### src/rtl/clk_period_meter.sv
`default_nettype none
// ============================================================================
// Module   : clk_period_meter
// Purpose  : Measures the period of a slow asynchronous clk_in in clk cycles.
//            Define CLK_METER_HIGH_EN to also report the high time per period.
// Revision : 1.0  initial release
// ============================================================================
module clk_period_meter #(
  parameter int unsigned      WIDTH   = 24,
  parameter logic [WIDTH-1:0] TIMEOUT = 24'hFFFFFF
) (
  input  logic             clk,
  input  logic             reset,
  input  logic             clk_in,
  output logic [WIDTH-1:0] period,
  output logic             meas_valid,
  input  logic             meas_ready,
  output logic             overrun,
  output logic             lost
`ifdef CLK_METER_HIGH_EN
  ,
  output logic [WIDTH-1:0] high_time
`endif
);

  typedef enum logic [0:0] {
    ST_IDLE    = 1'b0,
    ST_MEASURE = 1'b1
  } state_t;

  state_t           state_q, state_d;
  logic             s1_q, s2_q, s3_q;
  logic [WIDTH-1:0] cnt_q, cnt_d;
  logic [WIDTH-1:0] period_q, period_d;
  logic             valid_q, valid_d;
  logic             overrun_q, overrun_d;
  logic             lost_q, lost_d;

  logic             rise;
  logic             new_result;
  logic [WIDTH-1:0] cnt_inc;

  assign rise    = s2_q & ~s3_q;
  assign cnt_inc = cnt_q + {{(WIDTH-1){1'b0}}, 1'b1};

  always_comb begin
    state_d    = state_q;
    lost_d     = lost_q;
    new_result = 1'b0;
    unique case (state_q)
      ST_IDLE: begin
        if (rise) begin
          state_d = ST_MEASURE;
          lost_d  = 1'b0;
        end
      end
      ST_MEASURE: begin
        // A rise coinciding with the timeout wins and yields period == TIMEOUT.
        if (rise) begin
          new_result = 1'b1;
        end else if (cnt_inc == TIMEOUT) begin
          state_d = ST_IDLE;
          lost_d  = 1'b1;
        end
      end
      default: state_d = ST_IDLE;
    endcase
  end

  always_comb begin
    cnt_d     = rise ? '0 : ((cnt_q == TIMEOUT) ? cnt_q : cnt_inc);
    period_d  = period_q;
    valid_d   = valid_q;
    overrun_d = overrun_q;
    if (new_result) begin
      period_d  = cnt_inc;
      valid_d   = 1'b1;
      overrun_d = valid_q & ~meas_ready;
    end else if (valid_q & meas_ready) begin
      valid_d   = 1'b0;
      overrun_d = 1'b0;
    end
  end

  always_ff @(posedge clk or posedge reset) begin
    if (reset) begin
      state_q   <= ST_IDLE;
      s1_q      <= 1'b0;
      s2_q      <= 1'b0;
      s3_q      <= 1'b0;
      cnt_q     <= '0;
      period_q  <= '0;
      valid_q   <= 1'b0;
      overrun_q <= 1'b0;
      lost_q    <= 1'b0;
    end else begin
      state_q   <= state_d;
      s1_q      <= clk_in;
      s2_q      <= s1_q;
      s3_q      <= s2_q;
      cnt_q     <= cnt_d;
      period_q  <= period_d;
      valid_q   <= valid_d;
      overrun_q <= overrun_d;
      lost_q    <= lost_d;
    end
  end

  assign period     = period_q;
  assign meas_valid = valid_q;
  assign overrun    = overrun_q;
  assign lost       = lost_q;

`ifdef CLK_METER_HIGH_EN
  logic [WIDTH-1:0] hcnt_q, hcnt_d;
  logic [WIDTH-1:0] high_time_q, high_time_d;
  logic [WIDTH-1:0] hcnt_inc;

  assign hcnt_inc = hcnt_q + {{(WIDTH-1){1'b0}}, s3_q};

  // hcnt never exceeds cnt, so the same saturation bound keeps it from wrapping.
  always_comb begin
    hcnt_d      = rise ? '0 : ((hcnt_q == TIMEOUT) ? hcnt_q : hcnt_inc);
    high_time_d = new_result ? hcnt_inc : high_time_q;
  end

  always_ff @(posedge clk or posedge reset) begin
    if (reset) begin
      hcnt_q      <= '0;
      high_time_q <= '0;
    end else begin
      hcnt_q      <= hcnt_d;
      high_time_q <= high_time_d;
    end
  end

  assign high_time = high_time_q;
`endif

endmodule
`default_nettype wire

### config.mk
export PLATFORM = sky130hd
export DESIGN_NAME = clk_period_meter
export DESIGN_NICKNAME = d
export VERILOG_FILES = /design/src/rtl/clk_period_meter.sv
export SDC_FILE = /design/constraint.sdc
export NUM_CORES = 1
export LEC_CHECK = 0
export BUFFER_PORTS_ARGS = -buffer_cell sky130_fd_sc_hd__buf_2
export CELL_PAD_IN_SITES_DETAIL_PLACEMENT = 0
export CELL_PAD_IN_SITES_GLOBAL_PLACEMENT = 2
export CORE_MARGIN = 1.5
export CORE_UTILIZATION = 34
export CTS_BUF_LIST = sky130_fd_sc_hd__clkbuf_4 sky130_fd_sc_hd__clkbuf_8
export DETAILED_ROUTE_END_ITERATION = 12
export PLACE_DENSITY_LB_ADDON = 0.3
export SETUP_SLACK_MARGIN = 0.2
export SLEW_MARGIN = 0
export SYNTH_ARGS = -nofsm -noshare
export SYNTH_HDL_FRONTEND = slang
export SYNTH_SLANG_ARGS = --single-unit
### constraint.sdc
create_clock -name clk -period 2.75 [get_ports clk]
set_clock_uncertainty 0.15 [all_clocks]
set_input_delay 0.55 -clock clk [delete_from_list [all_inputs] [get_ports clk]]
set_output_delay 0.55 -clock clk [all_outputs]
set_load 0.02 [all_outputs]
==> qor.csv, run 1 <==
stage,metric,value,unit
sta,final setup violating endpoints,0,
finish,ant diodes,0,
die,Die Y,90.62,um
route,detailed router's first-iteration violation count,87,
placed_design,IO buf count,30,
worst_setup_path,Setup Crit Path Kind,flip-flop to flip-flop,
clocking,clock tree from TritonCTS,built,
grt,GR Layer Usage met2,26.63,%
finish,layout cells sized above 1,27.72,%
die,Chip Width,90.62,um
route,final WL,6167,um
sta,Worst-Margin Slew,621.7,ps
yosys,Synthesized Nets,268,
worst_setup_path,WP data arrival,2510,ps
route,DR WL/cell,15.34,um
grt,met3 GRT Util,3.283,%
grt,met1 usage in global routing,19.58,%
sta,maximum clock rate,407.9,MHz
die,I/O pins,31,
clocking,Worst-path clk slew,120,ps
clocking,H-tree levels,2,
yosys,Most used DFF post-synth,dfrtp_1,
yosys,synthesized instance count,262,
sta,Max Transition Viols Final,0,
yosys,top post-synthesis cells by area,"dfrtp_1, o21ai_0, nand2_1",
die,core area,7331,um^2
grt,largest net degree at the start of global routing,43,
route,"antenna viol nets, final",0,
route,Vias/cell,5.077,
yosys,Synth Register Bits,55,
yosys,Syn. warnings,0,
yosys,Synth area leader,dfrtp_1,
die,Die Area,8211,um^2
worst_setup_path,reg2reg end,state_q,
sta,Setup TNS Final,0,ps
die,num rows,31,
route,DRC viols,0,
flow_run,Max Cap Viol,0,
route,detailed-route via count,2041,
worst_setup_path,slack of the worst reg-to-reg path,300,ps
sta,"Min Clock Period, post-route",2451,ps
yosys,share of async-settable or async-resettable flops after synthesis,100.0,%
grt,gr ovfl total,0,
grt,GR Util All Layers,15.65,%
worst_setup_path,Required @ worst endpoint,2810,ps
worst_setup_path,critical path peak fanout,6,
run_status,status,finished clean,
yosys,Post-Syn Area per Cell,9.962,um^2
power_and_ir_drop,power per cell area,521.7,nW/um^2
power_and_ir_drop,Peak VDD IR,215.5,uV
placed_design,dpl ws,156.9,ps
sta,RSZ-0062 raised after global routing,false,
clocking,maximum buffer depth of the clock tree,2,
grt,number of global-route vias before repair,2003,
sta,Final Hold Vio Count,0,
yosys,Syn Std Cell Area,2610,um^2
grt,most used routing layer,met2,
worst_setup_path,worst setup path start,cnt_q[0],
worst_setup_path,worst setup path endpoint,state_q,
yosys,"top cells by count, synth","dfrtp_1, o21ai_0, nand2_1, xnor2_1, clkbuf_1",
finish,Layout Nets,308,
clocking,root buffer cell,clkbuf_8,
sta,Final Cycle Share,89.14,%
sta,max_slew headroom,58.46,%
placed_design,HPWL Detailed,4426,um
clocking,Num CTS Buffers,5,
yosys,top-count cell post-synth,dfrtp_1,
worst_setup_path,Setup crit start kind,flip-flop,
worst_setup_path,worst-case reg-to-reg path depth,6,
grt,first-pass GRT wire length,10050,um
hold_path,HP Class,input port to async pin,
worst_setup_path,worst reg2reg startpoint,cnt_q[0],
sta,Final WS setup,298.6,ps
sta,hold slack final,100.7,ps
worst_setup_path,CP endpoint kind,flip-flop,
power_and_ir_drop,P_leak,1.380,nW
route,First-pass DRT Iterations,4,
finish,Area Growth Syn to Fin,19.42,%
yosys,"Seq/Total Area, Yosys",52.73,%
grt,initial antenna violation count,0,
yosys,number of flops mapped to enable cells by yosys,0,
clocking,clk sinks,55,
yosys,Yosys cell types,48,
placed_design,RePlAce Congestion,0.8758,
clocking,Worst-Skew Late Latency,330,ps
yosys,area share of the largest cell type after synthesis,52.73,%
die,initial cell density of the core,35.60,%
flip-flops by register name (all words and copies together) (netlist names):
register	count
cnt_q	24
period	24
lost	1
meas_valid	1
overrun	1
s1_q	1
s2_q	1
s3_q	1
state_q	1
worst max-delay path: stages (launching register included):
cell     delay, ps
dfrtp_2        470
ha_4           190
or4bb_1        490
o21ai_2        140
o22ai_1        100
or4_4          500
o32a_1         290
cells by family (layout without fill, tap and decap cells):
family | Yosys count | after routing | synth area share, %
compound gates | 65 | 65 | 14.05
xor+xnor | 21 | 21 | 7.047
fa+ha+maj | 2 | 2 | 0.9586
buf+inv | 23 | 64 | 3.787
flops | 55 | 55 | 52.73
mux | 3 | 3 | 1.246
simple gates | 93 | 93 | 20.18
where the power goes:
part / total [mW] / internal (mW) / switching [mW]
Sequential: 0.915 / 0.861 / 0.0547
Clock: 0.485 / 0.189 / 0.296
Combinational: 0.225 / 0.0848 / 0.141
Total: 1.63 / 1.13 / 0.491
worst min path at each step:
stage / startpoint / cells after the start / slack (ps) / end
after floorplan: s1_q / 0 / 180 / s2_q
after global placement: s1_q / 0 / 180 / s2_q
after detailed placement: s1_q / 0 / 190 / s2_q
after CTS: reset / 2 / 120 / period[3]
after global routing: reset / 2 / 150 / overrun
final: reset / 2 / 100 / meas_valid
cell type report:
class | instances | area [um^2]
fill | 736 | 4214
sequential | 55 | 1388
multi-input combinational | 184 | 1174
timing repair buffer | 49 | 309.0
tap | 99 | 123.9
clock buffer | 5 | 68.82
clock inverter | 3 | 27.53
inverter | 7 | 26.28
routing by layer:
metal	wire length, um	part of all wire (%)
met4	102	1.7
met2	3131	51
met5	0	0
met3	163	2.6
met1	2771	45
stage by stage:
stage          util (%)  instance area (um^2)  instances  power, mW
2_1_floorplan         -                  2613        262      1.051
3_3_place_gp      39.99                  2932        389      1.132
3_5_place_dp      39.99                  2932        389      1.133
4_1_cts           41.56                  3047        399      1.630
5_1_grt           42.52                  3117        402      1.705
6_report          42.52                  3117        402      1.626
cells in the final DEF (no fill, tap or decap), types with 3 or more instances in the layout:
master    instances
nand3_1           7
nand2_1          38
o21ai_0          46
dfrtp_2           9
a21oi_1           6
inv_1             6
buf_2            30
dfrtp_1          46
nor2_1            6
xor2_1            8
clkbuf_8          5
nor3_1            6
buf_4            17
xnor2_1          12
and4_1            3
nand4_1           7
what timing repair did:
action | in CTS | in global routing
resized for setup | 4 | 14
setup buffers | 2 | 3
hold buffers | 0 | 0
pin swaps | 0 | 4
endpoints found under the setup margin | 4 | 6
No activity file was read; power rests on OpenSTA's default activity.
==> run 2, diff against run 1 <==
--- a/config.mk
+++ b/config.mk
@@ -8,6 +8,7 @@
 export BUFFER_PORTS_ARGS = -buffer_cell sky130_fd_sc_hd__buf_2
 export CELL_PAD_IN_SITES_DETAIL_PLACEMENT = 0
 export CELL_PAD_IN_SITES_GLOBAL_PLACEMENT = 2
+export CORE_ASPECT_RATIO = 0.8
 export CORE_MARGIN = 1.5
 export CORE_UTILIZATION = 34
 export CTS_BUF_LIST = sky130_fd_sc_hd__clkbuf_4 sky130_fd_sc_hd__clkbuf_8
==> run 2 against run 1 <==
  * Die area barely moved
  * Clock power fell by 7.0%
  * Hold slack improved by 45 ps
  * Maximum frequency is 4.0% lower
  * Final cell count increased by 2.5%
  * Non-clock buffer count rose by 5
  * Critical path depth grew 3
  * Core utilization is 0.85 points higher
  * Worst setup slack got worse by 100 ps
  * Critical endpoint unchanged
  * Largest cell class unchanged
==> qor.csv, run 2 (same netlist as run 1, synthesis figures left out) <==
stage,metric,value,unit
route,First-pass DRT Iterations,4,
sta,"Min Clock Period, post-route",2554,ps
clocking,Worst-path clk slew,100,ps
worst_setup_path,reg2reg end,state_q,
finish,"commonest non-fill, non-tap cell in the layout",dfrtp_1,
die,core area,7427,um^2
grt,GR Util All Layers,16.23,%
worst_setup_path,worst setup path start,cnt_q[0],
die,Die Area,8214,um^2
die,Chip Width,101.0,um
worst_setup_path,Required @ worst endpoint,2800,ps
route,detailed router's first-iteration violation count,97,
finish,post-layout instance count excluding filler cells,412,
worst_setup_path,WP data arrival,2600,ps
sta,RSZ-0062 raised after global routing,true,
sta,Setup TNS Final,0,ps
die,I/O pins,31,
clocking,H-tree levels,2,
route,detailed-route via count,2053,
worst_setup_path,worst setup path endpoint,state_q,
clocking,root buffer cell,clkbuf_8,
placed_design,RePlAce Congestion,0.8673,
worst_setup_path,Setup Crit Path Kind,flip-flop to flip-flop,
finish,Layout Nets,313,
sta,Final Hold Vio Count,0,
run_status,status,finished clean,
grt,initial antenna violation count,0,
sta,final setup violating endpoints,0,
clocking,Num CTS Buffers,5,
clocking,Worst-Skew Late Latency,310,ps
clocking,clock tree from TritonCTS,built,
placed_design,HPWL Detailed,4362,um
worst_setup_path,crit path max-delay cell type,or4_4,
route,final WL,6242,um
finish,layout cells sized above 1,28.99,%
power_and_ir_drop,power per cell area,511.7,nW/um^2
die,Die Y,81.37,um
sta,Max Transition Viols Final,0,
worst_setup_path,Worst path max stage delay,540,ps
hold_path,HP Class,input port to async pin,
finish,ant diodes,0,
route,DRC viols,0,
power_and_ir_drop,Peak VDD IR,235.9,uV
grt,largest net degree at the start of global routing,41,
sta,max_slew headroom,58.22,%
clocking,maximum buffer depth of the clock tree,2,
clocking,hold_buf cts,0,
worst_setup_path,worst reg2reg startpoint,cnt_q[0],
grt,first-pass GRT wire length,10140,um
route,DR WL/cell,15.15,um
die,num rows,28,
route,Vias/cell,4.983,
worst_setup_path,CP Cell Sequence,buf_6 > inv_4 > ha_4 > nand4_1 > or3_4 > nor3_2 > o21ai_1 > or4_4 > o32a_1,
finish,most frequent cells in the layout,"dfrtp_1, o21ai_0, nand2_1",
worst_setup_path,critical path peak fanout,5,
finish,Area Growth Syn to Fin,23.39,%
route,"antenna viol nets, final",0,
worst_setup_path,Setup crit start kind,flip-flop,
worst_setup_path,CP endpoint kind,flip-flop,
placed_design,IO buf count,30,
power_and_ir_drop,P_leak,1.449,nW
sta,Worst-Margin Slew,625.3,ps
worst_setup_path,slack of the worst reg-to-reg path,200,ps
grt,gr ovfl total,0,
die,initial cell density of the core,35.14,%
sta,maximum clock rate,391.5,MHz
worst_setup_path,worst-case reg-to-reg path depth,9,
grt,number of global-route vias before repair,1904,
clocking,clk sinks,55,
sta,Final Cycle Share,92.89,%
flow_run,Max Cap Viol,0,
placed_design,placed insts,397,
==> run 2: changes by cell type in the layout (fill, tap and decap cells not counted), moves of 2 or more <==
cell	before	now
buf_4	17	21
dfrtp_2	9	3
nor3_1	6	4
dfrtp_1	46	52
nor3_2	1	3
xor2_1	8	6
xor2_2	0	2
==> run 2: repair_timing <==
action / 4_1_cts / 5_1_grt
endpoints found under the setup margin: 2 / 2
pin swaps: 0 / 8
buffers inserted: 2 / 6
resized for setup: 10 / 13
==> run 2: critical path: cells and delay by family (launching register included) <==
| family | cells | cell delay [ps] |
|---|---|---|
| fa+ha+maj | 1 | 120 |
| buf+inv | 2 | 190 |
| simple gates | 4 | 1170 |
| compound gates | 2 | 380 |
| flops | 1 | 440 |
==> run 2: layer usage <==
layer,track usage (%),vias to the layer above,part of all wire (%)
met2,23.85,42,42
met4,4.167,0,0.98
met3,3.356,6,3.6
met5,0,-,0
met1,24.25,1003,53
li1,-,1002,-
==> run 2: worst min path at each step <==
| stage | start | end | slack [ps] | cells past startpoint |
|---|---|---|---|---|
| 6_report | reset | period[15] | 150 | 2 |
| 5_1_grt | clk_in | s1_q | 180 | 1 |
| 4_1_cts | reset | cnt_q[1] | 170 | 2 |
| 3_5_place_dp | s1_q | s2_q | 190 | 0 |
| 3_3_place_gp | s1_q | s2_q | 180 | 0 |
| 2_1_floorplan | s1_q | s2_q | 180 | 0 |
==> run 2: where the power goes <==
group          switching, mW  leakage [nW]  internal (mW)
sequential            0.0458         0.740          0.858
combinational          0.170         0.662          0.123
clock                  0.253        0.0470          0.198
==> run 2: metrics by stage <==
stage          hold WS (ps)  utilization (%)  cell area (um^2)  setup WS (ps)  power (mW)
2_1_floorplan         181.2                -              2613          209.5       1.051
3_3_place_gp          184.2            39.94              2967          130.4       1.139
3_5_place_dp          191.8            39.94              2967          31.13       1.143
4_1_cts               169.3            41.71              3098          206.5       1.624
5_1_grt               182.3            43.36              3221          116.8       1.737
6_report              145.9            43.36              3221          195.6       1.648
==> run 2: final cells by class <==
class / count / area (um^2)
flip-flops and latches: 55 / 1380
inverters: 7 / 28.78
multi-input cells: 184 / 1234
fillers: 738 / 4207
well taps: 105 / 131.4
clock inverters: 1 / 5.005
repair buffers: 54 / 359.1
clock buffers: 6 / 82.58
